$ cat config.mk
export PLATFORM = sky130hd
export DESIGN_NAME = cmd_addr_sequencer
export DESIGN_NICKNAME = d
export VERILOG_FILES = /design/src/rtl/cmd_addr_sequencer.sv
export SDC_FILE = /design/constraint.sdc
export NUM_CORES = 1
export LEC_CHECK = 0
export ABC_AREA = 0
export BUFFER_PORTS_ARGS = -buffer_cell sky130_fd_sc_hd__buf_4
export CAP_MARGIN = 15
export CORE_MARGIN = 2
export CORE_UTILIZATION = 50
export CTS_CLUSTER_SIZE = 24
export DETAILED_ROUTE_END_ITERATION = 10
export PLACE_DENSITY_LB_ADDON = 0.12
export SLEW_MARGIN = 20
export SYNTH_ARGS = -nofsm -noshare
export SYNTH_HDL_FRONTEND = slang
export SYNTH_SLANG_ARGS = --single-unit
export TNS_END_PERCENT = 20
$ cat constraint.sdc
create_clock -name clk -period 6.4 [get_ports clk]
set_input_delay 0 -clock clk [delete_from_list [all_inputs] [get_ports clk]]
set_output_delay 0 -clock clk [all_outputs]
set_load 0.01 [all_outputs]
$ cat src/rtl/cmd_addr_sequencer.sv
// Issues a NAND bus preamble (CMD1, 0..5 address bytes, optional CMD2) to the
// command/address latch units through an activate/busy handshake per item.
module cmd_addr_sequencer #(
  parameter int GAP_CYCLES     = 2,
  parameter int TIMEOUT_CYCLES = 1024
) (
  input  logic        clk,
  input  logic        nreset,
  input  logic        start,
  input  logic [7:0]  cmd1,
  input  logic [39:0] addr,
  input  logic [2:0]  addr_count,
  input  logic        cmd2_en,
  input  logic [7:0]  cmd2,
  output logic        cle_activate,
  output logic        ale_activate,
  output logic [15:0] latch_data,
  input  logic        cle_busy,
  input  logic        ale_busy,
  output logic        seq_busy,
  output logic        done,
  output logic        error
);

  localparam int TMO_W = $clog2(TIMEOUT_CYCLES) + 1;
  localparam int GAP_W = $clog2(GAP_CYCLES + 1) + 1;
  localparam logic [TMO_W-1:0] TMO_LAST = TMO_W'(TIMEOUT_CYCLES - 1);
  localparam logic [TMO_W-1:0] TMO_MAX  = {TMO_W{1'b1}};
  localparam logic [TMO_W-1:0] TMO_ONE  = TMO_W'(1);
  localparam logic [GAP_W-1:0] GAP_LAST = GAP_W'((GAP_CYCLES > 0) ? GAP_CYCLES - 1 : 0);
  localparam logic [GAP_W-1:0] GAP_ONE  = GAP_W'(1);

  typedef enum logic [2:0] {
    ST_IDLE    = 3'd0,
    ST_ISSUE   = 3'd1,
    ST_WAIT_HI = 3'd2,
    ST_WAIT_LO = 3'd3,
    ST_GAP     = 3'd4,
    ST_FINISH  = 3'd5
  } state_t;

  state_t             state_r;
  logic [7:0]         cmd1_r;
  logic [39:0]        addr_r;
  logic               cmd2_en_r;
  logic [7:0]         cmd2_r;
  logic [2:0]         last_idx_r;
  logic [2:0]         idx_r;
  logic               sel_ale_r;
  logic [TMO_W-1:0]   tmo_cnt_r;
  logic [GAP_W-1:0]   gap_cnt_r;
  logic               cle_act_r;
  logic               ale_act_r;
  logic [15:0]        latch_data_r;
  logic               seq_busy_r;
  logic               done_r;
  logic               error_r;

  logic [2:0]         count_clamped_s;
  logic [2:0]         load_idx_s;
  logic               item_is_ale_s;
  logic [7:0]         item_byte_s;
  logic               sel_busy_s;

  function automatic logic [7:0] addr_byte(input logic [39:0] a, input logic [2:0] n);
    logic [7:0] b;
    case (n)
      3'd0:    b = a[7:0];
      3'd1:    b = a[15:8];
      3'd2:    b = a[23:16];
      3'd3:    b = a[31:24];
      3'd4:    b = a[39:32];
      default: b = 8'h00;
    endcase
    return b;
  endfunction

  // Item decode: index 0 is CMD1, the final index is CMD2 when enabled, the rest are address bytes
  always_comb begin
    count_clamped_s = addr_count;
    load_idx_s      = idx_r;
    item_is_ale_s   = 1'b0;
    item_byte_s     = 8'h00;
    sel_busy_s      = 1'b0;
    if (addr_count > 3'd5) begin
      count_clamped_s = 3'd5;
    end else begin
      count_clamped_s = addr_count;
    end
    // idx_r is already advanced on entry to GAP; the zero-gap path loads straight from WAIT_LO
    if (state_r == ST_GAP) begin
      load_idx_s = idx_r;
    end else begin
      load_idx_s = idx_r + 3'd1;
    end
    if (load_idx_s == 3'd0) begin
      item_is_ale_s = 1'b0;
      item_byte_s   = cmd1_r;
    end else if (cmd2_en_r && (load_idx_s == last_idx_r)) begin
      item_is_ale_s = 1'b0;
      item_byte_s   = cmd2_r;
    end else begin
      item_is_ale_s = 1'b1;
      item_byte_s   = addr_byte(addr_r, load_idx_s - 3'd1);
    end
    if (sel_ale_r) begin
      sel_busy_s = ale_busy;
    end else begin
      sel_busy_s = cle_busy;
    end
  end

  // Sequencer FSM, captured request and registered outputs
  always_ff @(posedge clk or negedge nreset) begin
    if (!nreset) begin
      state_r      <= ST_IDLE;
      cmd1_r       <= 8'h00;
      addr_r       <= 40'h00_0000_0000;
      cmd2_en_r    <= 1'b0;
      cmd2_r       <= 8'h00;
      last_idx_r   <= 3'd0;
      idx_r        <= 3'd0;
      sel_ale_r    <= 1'b0;
      tmo_cnt_r    <= {TMO_W{1'b0}};
      gap_cnt_r    <= {GAP_W{1'b0}};
      cle_act_r    <= 1'b0;
      ale_act_r    <= 1'b0;
      latch_data_r <= 16'h0000;
      seq_busy_r   <= 1'b0;
      done_r       <= 1'b0;
      error_r      <= 1'b0;
    end else begin
      cle_act_r <= 1'b0;
      ale_act_r <= 1'b0;
      done_r    <= 1'b0;
      error_r   <= 1'b0;
      case (state_r)
        ST_IDLE: begin
          if (start) begin
            cmd1_r       <= cmd1;
            addr_r       <= addr;
            cmd2_en_r    <= cmd2_en;
            cmd2_r       <= cmd2;
            last_idx_r   <= count_clamped_s + {2'b00, cmd2_en};
            idx_r        <= 3'd0;
            sel_ale_r    <= 1'b0;
            latch_data_r <= {8'h00, cmd1};
            seq_busy_r   <= 1'b1;
            state_r      <= ST_ISSUE;
          end
        end
        ST_ISSUE: begin
          cle_act_r <= ~sel_ale_r;
          ale_act_r <= sel_ale_r;
          tmo_cnt_r <= {TMO_W{1'b0}};
          state_r   <= ST_WAIT_HI;
        end
        ST_WAIT_HI: begin
          if (sel_busy_s) begin
            tmo_cnt_r <= {TMO_W{1'b0}};
            state_r   <= ST_WAIT_LO;
          end else if (tmo_cnt_r == TMO_LAST) begin
            error_r      <= 1'b1;
            latch_data_r <= 16'h0000;
            seq_busy_r   <= 1'b0;
            state_r      <= ST_IDLE;
          end else if (tmo_cnt_r != TMO_MAX) begin
            tmo_cnt_r <= tmo_cnt_r + TMO_ONE;
          end
        end
        ST_WAIT_LO: begin
          if (!sel_busy_s) begin
            if (idx_r == last_idx_r) begin
              latch_data_r <= 16'h0000;
              state_r      <= ST_FINISH;
            end else if (GAP_CYCLES == 0) begin
              idx_r        <= load_idx_s;
              sel_ale_r    <= item_is_ale_s;
              latch_data_r <= {8'h00, item_byte_s};
              state_r      <= ST_ISSUE;
            end else begin
              idx_r        <= load_idx_s;
              latch_data_r <= 16'h0000;
              gap_cnt_r    <= {GAP_W{1'b0}};
              state_r      <= ST_GAP;
            end
          end else if (tmo_cnt_r == TMO_LAST) begin
            error_r      <= 1'b1;
            latch_data_r <= 16'h0000;
            seq_busy_r   <= 1'b0;
            state_r      <= ST_IDLE;
          end else if (tmo_cnt_r != TMO_MAX) begin
            tmo_cnt_r <= tmo_cnt_r + TMO_ONE;
          end
        end
        ST_GAP: begin
          if (gap_cnt_r == GAP_LAST) begin
            sel_ale_r    <= item_is_ale_s;
            latch_data_r <= {8'h00, item_byte_s};
            state_r      <= ST_ISSUE;
          end else begin
            gap_cnt_r <= gap_cnt_r + GAP_ONE;
          end
        end
        ST_FINISH: begin
          done_r     <= 1'b1;
          seq_busy_r <= 1'b0;
          state_r    <= ST_IDLE;
        end
        default: begin
          latch_data_r <= 16'h0000;
          seq_busy_r   <= 1'b0;
          state_r      <= ST_IDLE;
        end
      endcase
    end
  end

  assign cle_activate = cle_act_r;
  assign ale_activate = ale_act_r;
  assign latch_data   = latch_data_r;
  assign seq_busy     = seq_busy_r;
  assign done         = done_r;
  assign error        = error_r;

endmodule

==> metrics, run 1 <==
status=completed; CTS Sinks=around 100; initial antenna violation count=0; final hold viol count=0; VDD IR max=about 0.00016 V; final wirelength=between 10 and 15 mm; vias post-DR=about 3.8k; Unique masters post-synth=60; total power=roughly 2.6 mW; first-pass GRT wire length=19.96 mm; area delta synth->final=30.22%; syn nets=around 510; NetSw=1.039 mW; share of layout cells above drive strength 1=0.2076; GP Congestion=between 0.8 and 0.9; Num CTS Buffers=9; Worst Reg-to-Reg Cells=8; final cell count without fillers=711; CP Launch Type=flip-flop; routed length on met2=slightly below 6 mm; area leader, netlist=dfrtp_1; post-route ant nets=0; Yosys warnings=0; Final #Nets=about 650; post-synthesis sequential area ratio=0.5128; critical path type=reg -> reg; num ports=86; Die X=around 100 um; period utilization=0.5483; switching part of the total=0.3977; worst r2r src=state_r[1]; IO Port Bufs=between 80 and 90; Setup Skew=0.009735 ns; Post-synth EDFFs=0; Setup TNS=0 ns; CP arrival=about 3.8 ns; Clock transition at path regs=about 0.10 ns; M1 WL=5.267 mm; power density over cell area=roughly 400 mW/mm2; Max H-tree Level=3; largest net degree at the start of global routing=86; chip height=slightly above 100 um; count leader, synth=dfrtp_1; clock network fraction of total power=0.154; crit end category=flip-flop; reg-to-reg endpoint=latch_data[2]; core area=a little under 0.01 mm2; CP max FO=20; vias per std cell=around 5.4; Leak=approximately 2.9 nW; Max Freq=roughly 280 MHz; max_slew headroom=0.3681; WP data required=between 6 and 7 ns; post-synthesis register bit count=slightly above 100; DRC Markers=0; TritonCTS clock tree=done; share of the synthesized area in the top cell type=0.5128; Initial Util=0.5116; Antenna diodes=0; smallest hold slack=0.03068 ns; actual slew at the worst max-slew pin=~0.95 ns; Pint=between 1.5 and 2 mW; Setup Viol. Count Final=0; post-placement cell count=~640; WL met3=roughly 470 um; Die Footprint=around 0.011 mm2; Seq pwr share=0.417; MaxCap Viol Count=0; total global-route track usage=0.2329; Final Max Slew Viols=0; Synth async-reset ratio=1.000; clock period minus worst slack=between 3 and 4 ns; Post-Syn Area=~0.005 mm2; unrepaired setup endpoints after global routing=false; Post-DP HPWL=between 7 and 8 mm; vias in the first global route=3,931; Avg Inst Size Synth=about 11 um2; GRT overflow=0; Place WS=between 2 and 3 ns; TritonRoute pass-1 iters=5; final worst slack=about 2.9 ns; ys flop type=dfrtp_1; combinational power share=0.430; maximum clock insertion buffer count=2; max layer used=met4; drt initial violations=243; post-CTS sizing=0; post-synthesis cell count=437; ranking of synthesized cells by area=dfrtp_1, mux2_1, nand2_1; Worst-Skew Late Latency=0.37 ns; Hold Crit Class=in -> async; R2R Setup Slk=~2.9 ns; CTS root buf=clkbuf_8; # rows=36; most frequent cells after synthesis=dfrtp_1, mux2_1, nand2_1, nor2_1, o21ai_0; WL per Instance=16.85 um
## worst max-delay path, stage by stage (launching register included)
cell	delay [ns]
dfrtp_1	0.75
or3b_1	0.51
mux2i_4	0.38
inv_2	0.05
ha_1	0.63
o21ai_0	0.21
a221oi_2	0.50
o21ai_0	0.19
o211ai_1	0.21
## worst max-delay path by stage
stage / from / to / slack (ns) / cells past startpoint
after floorplan: state_r[0] / latch_data[0] / 3.77 / 12
after global placement: state_r[1] / latch_data[6] / 3.09 / 8
after global routing: state_r[1] / latch_data[3] / 2.60 / 8
after CTS: state_r[1] / latch_data[2] / 2.90 / 8
final: state_r[1] / latch_data[2] / 2.89 / 8
after detailed placement: state_r[1] / latch_data[2] / 2.95 / 8
## flip-flops by register name (all words and copies together) (netlist names), 3 cells and up
signal	cells
addr_r	40
latch_data	16
tmo_cnt_r	11
cmd1_r	8
cmd2_r	8
gap_cnt_r	3
idx_r	3
last_idx_r	3
state_r	3
## cell type report
cell class                 count  area (um2)
inverter                      18       67.56
tap                          133       166.4
sequential                   102        2552
clock inverter                 6       62.56
fill                         744        3248
clock buffer                  10       127.6
timing repair buffer         147        1255
multi-input combinational    295        2250
## placed cells by master, fill, tap and decap left out, types with 8 or more instances in the layout
cell           Yosys  final
buf_4              0     87
nor2b_1            8      8
inv_1             16     16
o21ai_1           10     10
o21ai_0           19     19
dlygate4sd3_1      0     59
dfrtp_1          102    102
nand2_1           38     38
mux2_1            58     58
and2_1             9      9
clkbuf_8           0      9
a222oi_1           8      8
nor2_1            23     23
xor2_1             9      9
nand3_1           10     10
## layer usage
metal  track usage  vias up
met5             0        -
met4       0.09363        0
met3       0.03084       27
met2        0.3794      102
met1        0.3178     1867
li1              -     1837
## cell families after synthesis
| group | after synthesis | synth area share |
|---|---|---|
| AOI/OAI and AO/OA | 95 | 0.1405 |
| muxes | 64 | 0.1496 |
| xor gates and xnor gates | 12 | 0.02112 |
| buffers and inverters | 40 | 0.03695 |
| DFF | 102 | 0.5128 |
| adders and majority gates | 7 | 0.01760 |
| and+or+nand+nor | 117 | 0.1214 |
## power by group through the flow
stage / combinational [mW] / sequential [mW] / clock (mW)
detailed placement: 1.09 / 1.10 / 0
global route: 1.24 / 1.12 / 0.441
CTS: 1.12 / 1.09 / 0.414
finish: 1.12 / 1.09 / 0.402
floorplan: 0.853 / 1.01 / 0
global placement: 1.05 / 1.09 / 0
## metrics by stage
stage / utilization / cell area, um2
6_report: 0.6662 / 6481
3_5_place_dp: 0.5855 / 5697
2_1_floorplan: - / 4977
3_3_place_gp: 0.5855 / 5697
4_1_cts: 0.6658 / 6477
5_1_grt: 0.6662 / 6481
## what timing repair did
action | in CTS | in global routing
hold endpoints to repair | 84 | 0
hold buffers | 59 | 0
setup buffers | 0 | 0
Power figures use the tool's default switching activity.
==> inputs of run 2 (changes only) <==
Settings changed: ABC_AREA 0 to 1.
Clock period 6.4 ns to 3.5 ns, I/O delays scaled along.
==> run 2 against run 1 <==
  * Core utilization shrank 0.12 points
  * Area after synthesis up 3.8%
  * Global-route usage increased by 2.1 points
  * Synthesized cell count rose by 54%
  * Maximum frequency rose by 21%
  * Count of clock-buffer cells in the layout grew 1
  * First-iteration DRC count increased by 12%
  * Non-clock buffer count is 2 higher
  * Largest cell class unchanged
  * Highest routed layer unchanged
  * Sequential share of layout area shrank 1.7 points
==> metrics, run 2 <==
max reg flops=40; Worst Setup EP=latch_data[7]; largest net degree at the start of global routing=just under 70; vias post-DR=about 4.8k; worst r2r src=state_r[0]; R2R Setup Slk=roughly 0.6 ns; syn nets=746; total power=5.156 mW; count leader, synth=nand2_1; ys flop type=dfrtp_1; DRC Markers=0; IO Port Bufs=85; placed cell areas=between 0.005 and 0.006 mm2; crit end category=flip-flop; WL per Instance=13.61 um; clock period minus worst slack=a little under 3 ns; Max H-tree Level=3; TritonRoute pass-1 iters=6; Post-DP HPWL=~9 mm; Antenna diodes=0; post-CTS sizing=0; Post-Syn Area=about 0.0052 mm2; Setup Skew=approximately 0.009 ns; unrepaired setup endpoints after global routing=false; first-pass GRT wire length=around 22 mm; area leader, netlist=dfrtp_1; core area=approximately 0.010 mm2; Leak=around 3.6 nW; final wirelength=approximately 13 mm; max_slew headroom=0.4497; maximum clock insertion buffer count=2; CP arrival=roughly 3.2 ns; WP data required=between 3 and 4 ns; # rows=37; post-synthesis register bit count=a little over 100; Place WS=0.6499 ns; Num CTS Buffers=9; Setup Viol. Count Final=0; final worst slack=around 0.60 ns; Initial Util=0.5074; final cell count without fillers=952; ranking of synthesized cells by area=dfrtp_1, nand2_1, inv_1; Synth async-reset ratio=1.000; initial antenna violation count=0; storage element area=0.002552 mm2; period utilization=0.8288; post-placement cell count=slightly below 900; vias in the first global route=4,766; Layout fillers=880; num ports=between 80 and 90; Final #Nets=between 800 and 900; GRT overflow=0; Clock transition at path regs=roughly 0.090 ns; GP Congestion=slightly below 0.9; Unique masters post-synth=36; total global-route track usage=0.2539; CP max FO=25; share of layout cells above drive strength 1=0.1642; actual slew at the worst max-slew pin=0.8254 ns; CTS root buf=clkbuf_8; critical path type=reg -> reg; Setup TNS=0 ns; area delta synth->final=31.07%; chip height=roughly 110 um; MaxCap Viol Count=0; finished layout cell area=between 0.006 and 0.007 mm2; drt initial violations=273; Worst-Skew Late Latency=~0.38 ns; post-route ant nets=0; vias per std cell=between 5 and 6; Hold Crit Depth=5; final hold viol count=0; Final Max Slew Viols=0; Yosys warnings=0; commonest non-fill, non-tap cell in the layout=nand2_1; reg-to-reg endpoint=latch_data[7]; CTS Sinks=102; Hold Crit Class=in -> reg; power density over cell area=761.3 mW/mm2; share of the synthesized area in the top cell type=0.4939; Post-synth EDFFs=0; VDD IR max=0.0003671 V; most frequent cells in the layout=nand2_1, dfrtp_1, buf_4; area of the multi-input gates=~0.0023 mm2; most flop-heavy register=addr_r; Max Freq=344.7 MHz; post-synthesis sequential area ratio=0.4939; crit path from=state_r[0]; CP Launch Type=flip-flop; most frequent cells after synthesis=nand2_1, dfrtp_1, inv_1, nand3_1, nor2_1; status=completed; Worst Reg-to-Reg Cells=16; Avg Inst Size Synth=7.667 um2; TritonCTS clock tree=done; Die Footprint=about 0.011 mm2; post-synthesis cell count=674; Die X=~110 um
-- run 2: cell count changes after synthesis, sizes merged, moves of 9 or more --
cell    before  now
nor2        23   41
inv         17   68
mux2        60    0
nand3       10   40
and2         9    0
a21oi        5   17
nand2       38  296
o211ai      10    0
nand4        1   24
-- run 2: cell families after synthesis --
logic type | synth area share
compound gates | 0.06659
xor+xnor | 0.01501
fa+ha+maj | 0.01695
buf+inv | 0.07119
flops | 0.4939
mux | 0.001937
simple gates | 0.3344
-- run 2: timing repair --
action | CTS | global route
hold buffers | 59 | 0
buffers inserted | 0 | 0
endpoints found under the hold margin | 129 | 0
-- run 2: worst min-delay path by stage --
stage,from,end
2_1_floorplan,nreset,addr_r[0]
3_3_place_gp,nreset,seq_busy
3_5_place_dp,nreset,gap_cnt_r[0]
4_1_cts,addr_count[0],last_idx_r[0]
5_1_grt,addr_count[0],last_idx_r[0]
6_report,addr_count[0],last_idx_r[0]
-- run 2: metrics by stage --
stage	util	hold WS (ns)
3_5_place_dp	0.5805	0.1572
4_1_cts	0.6650	0.05596
6_report	0.6650	0.05539
5_1_grt	0.6650	0.08880
2_1_floorplan	-	-0.2956
3_3_place_gp	0.5805	0.1415
-- run 2: power by group --
part / switching (mW) / total, mW / internal, mW
Sequential: 0.316 / 1.93 / 1.61
Combinational: 1.47 / 2.26 / 0.789
Clock: 0.399 / 0.969 / 0.569
Total: 2.19 / 5.16 / 2.97
-- run 2: layer usage --
metal / wire [um] / up-vias / global-route usage
met3: 543 / 26 / 0.03525
met2: 6442 / 149 / 0.4258
met1: 5618 / 2217 / 0.3233
met5: 0 / - / 0
met4: 355 / 0 / 0.1250
li1: - / 2390 / -
-- run 2: final cells by class --
| type | count | share of cell area |
|---|---|---|
| Timing Repair Buffer | 149 | 0.1870 |
| Clock buffer | 11 | 0.02088 |
| Tap cell | 136 | 0.02512 |
| Sequential cell | 102 | 0.3769 |
| Inverter | 69 | 0.03861 |
| Clock inverter | 5 | 0.01903 |
| Multi-Input combinational cell | 480 | 0.3325 |
-- run 2: critical path, cell delays in order (launching register included) --
cell and delay, ns:
dfrtp_1 0.48, nor2_4 0.19, nand2_4 0.17, nand2_1 0.12, nand2_2 0.26, nor2_4 0.31, ha_1 0.28, inv_1 0.17
nor2_2 0.12, nand3_1 0.10, nand3_1 0.09, o21bai_1 0.22, nand2_1 0.07, nand2_1 0.06, nand2_1 0.04, nand2_1 0.06
nand2_1 0.05
==> inputs of run 3 (changes only) <==
Clock period 3.5 ns to 2.55 ns, I/O delays scaled along.
==> run 3 against run 2 <==
  * Sequential power rose by 37%
  * Critical path depth did not move
  * Die area did not move
  * Worst setup slack got worse by 0.36 ns
  * Total power rose by 35%
  * Core utilization rose by 0.28 points
  * Clock power rose by 4%
  * Design area rose by 0.42%
  * Largest cell class unchanged
==> metrics, run 3 (synthesized netlist as in run 2, its figures left out) <==
status=completed; power density over cell area=between 1000 and 1500 mW/mm2; Clock transition at path regs=around 0.1 ns; CP arrival=2.58 ns; WP data required=~2.8 ns; CTS root buf=clkbuf_8; MaxCap Viol Count=0; GP Congestion=approximately 0.91; vias per std cell=roughly 5.1; final cell count without fillers=slightly below 1k; Antenna diodes=0; CP max FO=25; smallest hold slack=slightly below 0.03 ns; final hold viol count=0; CP Launch Type=flip-flop; Leak=about 3.6 nW; period utilization=0.9045; Die X=about 110 um; area delta synth->final=31.62%; Hold Crit Depth=5; max_slew headroom=0.5778; unrepaired setup endpoints after global routing=false; largest net degree at the start of global routing=about 50; max reg flops=40; # rows=37; first-pass GRT wire length=22.57 mm; Worst-Skew Late Latency=between 0.3 and 0.4 ns; Setup TNS=0 ns; TritonRoute pass-1 iters=5; DRC Markers=0; TritonCTS clock tree=done; Die Footprint=about 0.011 mm2; final wirelength=13.29 mm; Setup Skew=0.01525 ns; GRT overflow=0; IO Port Bufs=85; core area=just over 0.01 mm2; vias in the first global route=between 4k and 5k; crit end category=flip-flop; maximum clock insertion buffer count=2; Initial Util=0.5074; Max H-tree Level=3; Final #Nets=approximately 900; post-placement cell count=around 890; share of layout cells above drive strength 1=0.1780; critical path type=reg -> reg; VDD IR max=about 0.00048 V; CTS Sinks=102; placed cell areas=between 0.005 and 0.006 mm2; vias post-DR=between 4k and 5k; finished layout cell area=just under 0.007 mm2; Worst Reg-to-Reg Cells=16; drt initial violations=around 260; chip height=105.7 um; Post-DP HPWL=between 9 and 10 mm; total global-route track usage=0.2533; WL per Instance=between 10 and 15 um; Final Max Slew Viols=0; Num CTS Buffers=9; clock period minus worst slack=2.306 ns; most flop-heavy register=addr_r; post-route ant nets=0; most frequent cells in the layout=nand2_1, dfrtp_1, buf_4; initial antenna violation count=0; num ports=between 80 and 90; actual slew at the worst max-slew pin=0.6333 ns; Max Freq=approximately 430 MHz; Hold Crit Class=in -> reg; Setup Viol. Count Final=0; commonest non-fill, non-tap cell in the layout=nand2_1
run 3: worst paths after layout:
check                                   start            end  slack, ns
worst max-delay path               state_r[0]  latch_data[5]       0.24
worst min-delay path            addr_count[0]  last_idx_r[0]       0.03
worst max register to register     state_r[0]  latch_data[5]       0.24
worst min register to register      sel_ale_r   cle_activate       0.45
max in group asynchronous              nreset     addr_r[25]       1.65
min in group asynchronous              nreset     addr_r[37]       0.17
run 3: critical path, stage by stage (launching register included):
cell	delay [ns]
dfrtp_1	0.42
nor2_4	0.18
nand2_4	0.08
nand2_1	0.08
xor2_1	0.20
inv_1	0.10
ha_4	0.29
buf_12	0.15
nor2_1	0.08
nand2_1	0.07
nand2_1	0.05
o21bai_1	0.18
nand2_1	0.08
nand2_1	0.07
nand2_1	0.05
nand2_1	0.05
nand2_1	0.04
run 3: timing repair:
| item | in CTS | in global routing |
|---|---|---|
| hold buffers | 59 | 0 |
| buffers inserted | 0 | 0 |
| endpoints found under the hold margin | 109 | 0 |
| resized for setup | 0 | 7 |
| endpoints found under the setup margin | 0 | 8 |
run 3: area by class of cell:
type,instances,area (um2)
repair buffers,159,1354
multi-input cells,480,2273
flip-flops and latches,102,2552
well taps,136,170.2
clock inverters,6,62.56
fillers,869,3383
inverters,69,261.5
clock buffers,10,127.6
run 3: routing by layer:
metal	track usage	part of all wire
met1	0.3099	0.43
met4	0.08177	0.021
met5	0	0
met3	0.05257	0.053
met2	0.4470	0.50
run 3: through the flow:
step | total power, mW | worst slack (ns) | utilization
after global routing | 7.588 | 0.07618 | 0.6678
after global placement | 5.721 | 0.1932 | 0.5878
after floorplan | 4.802 | 0.02247 | -
after CTS | 6.911 | 0.1069 | 0.6645
after detailed placement | 5.816 | 0.1241 | 0.5878
final | 6.973 | 0.2436 | 0.6678
run 3: report_power, final:
group | internal [mW] | total [mW] | switching (mW)
combinational | 1.22 | 3.32 | 2.10
clock | 0.384 | 1.01 | 0.622
sequential | 2.21 | 2.64 | 0.435
total | 3.81 | 6.97 | 3.16
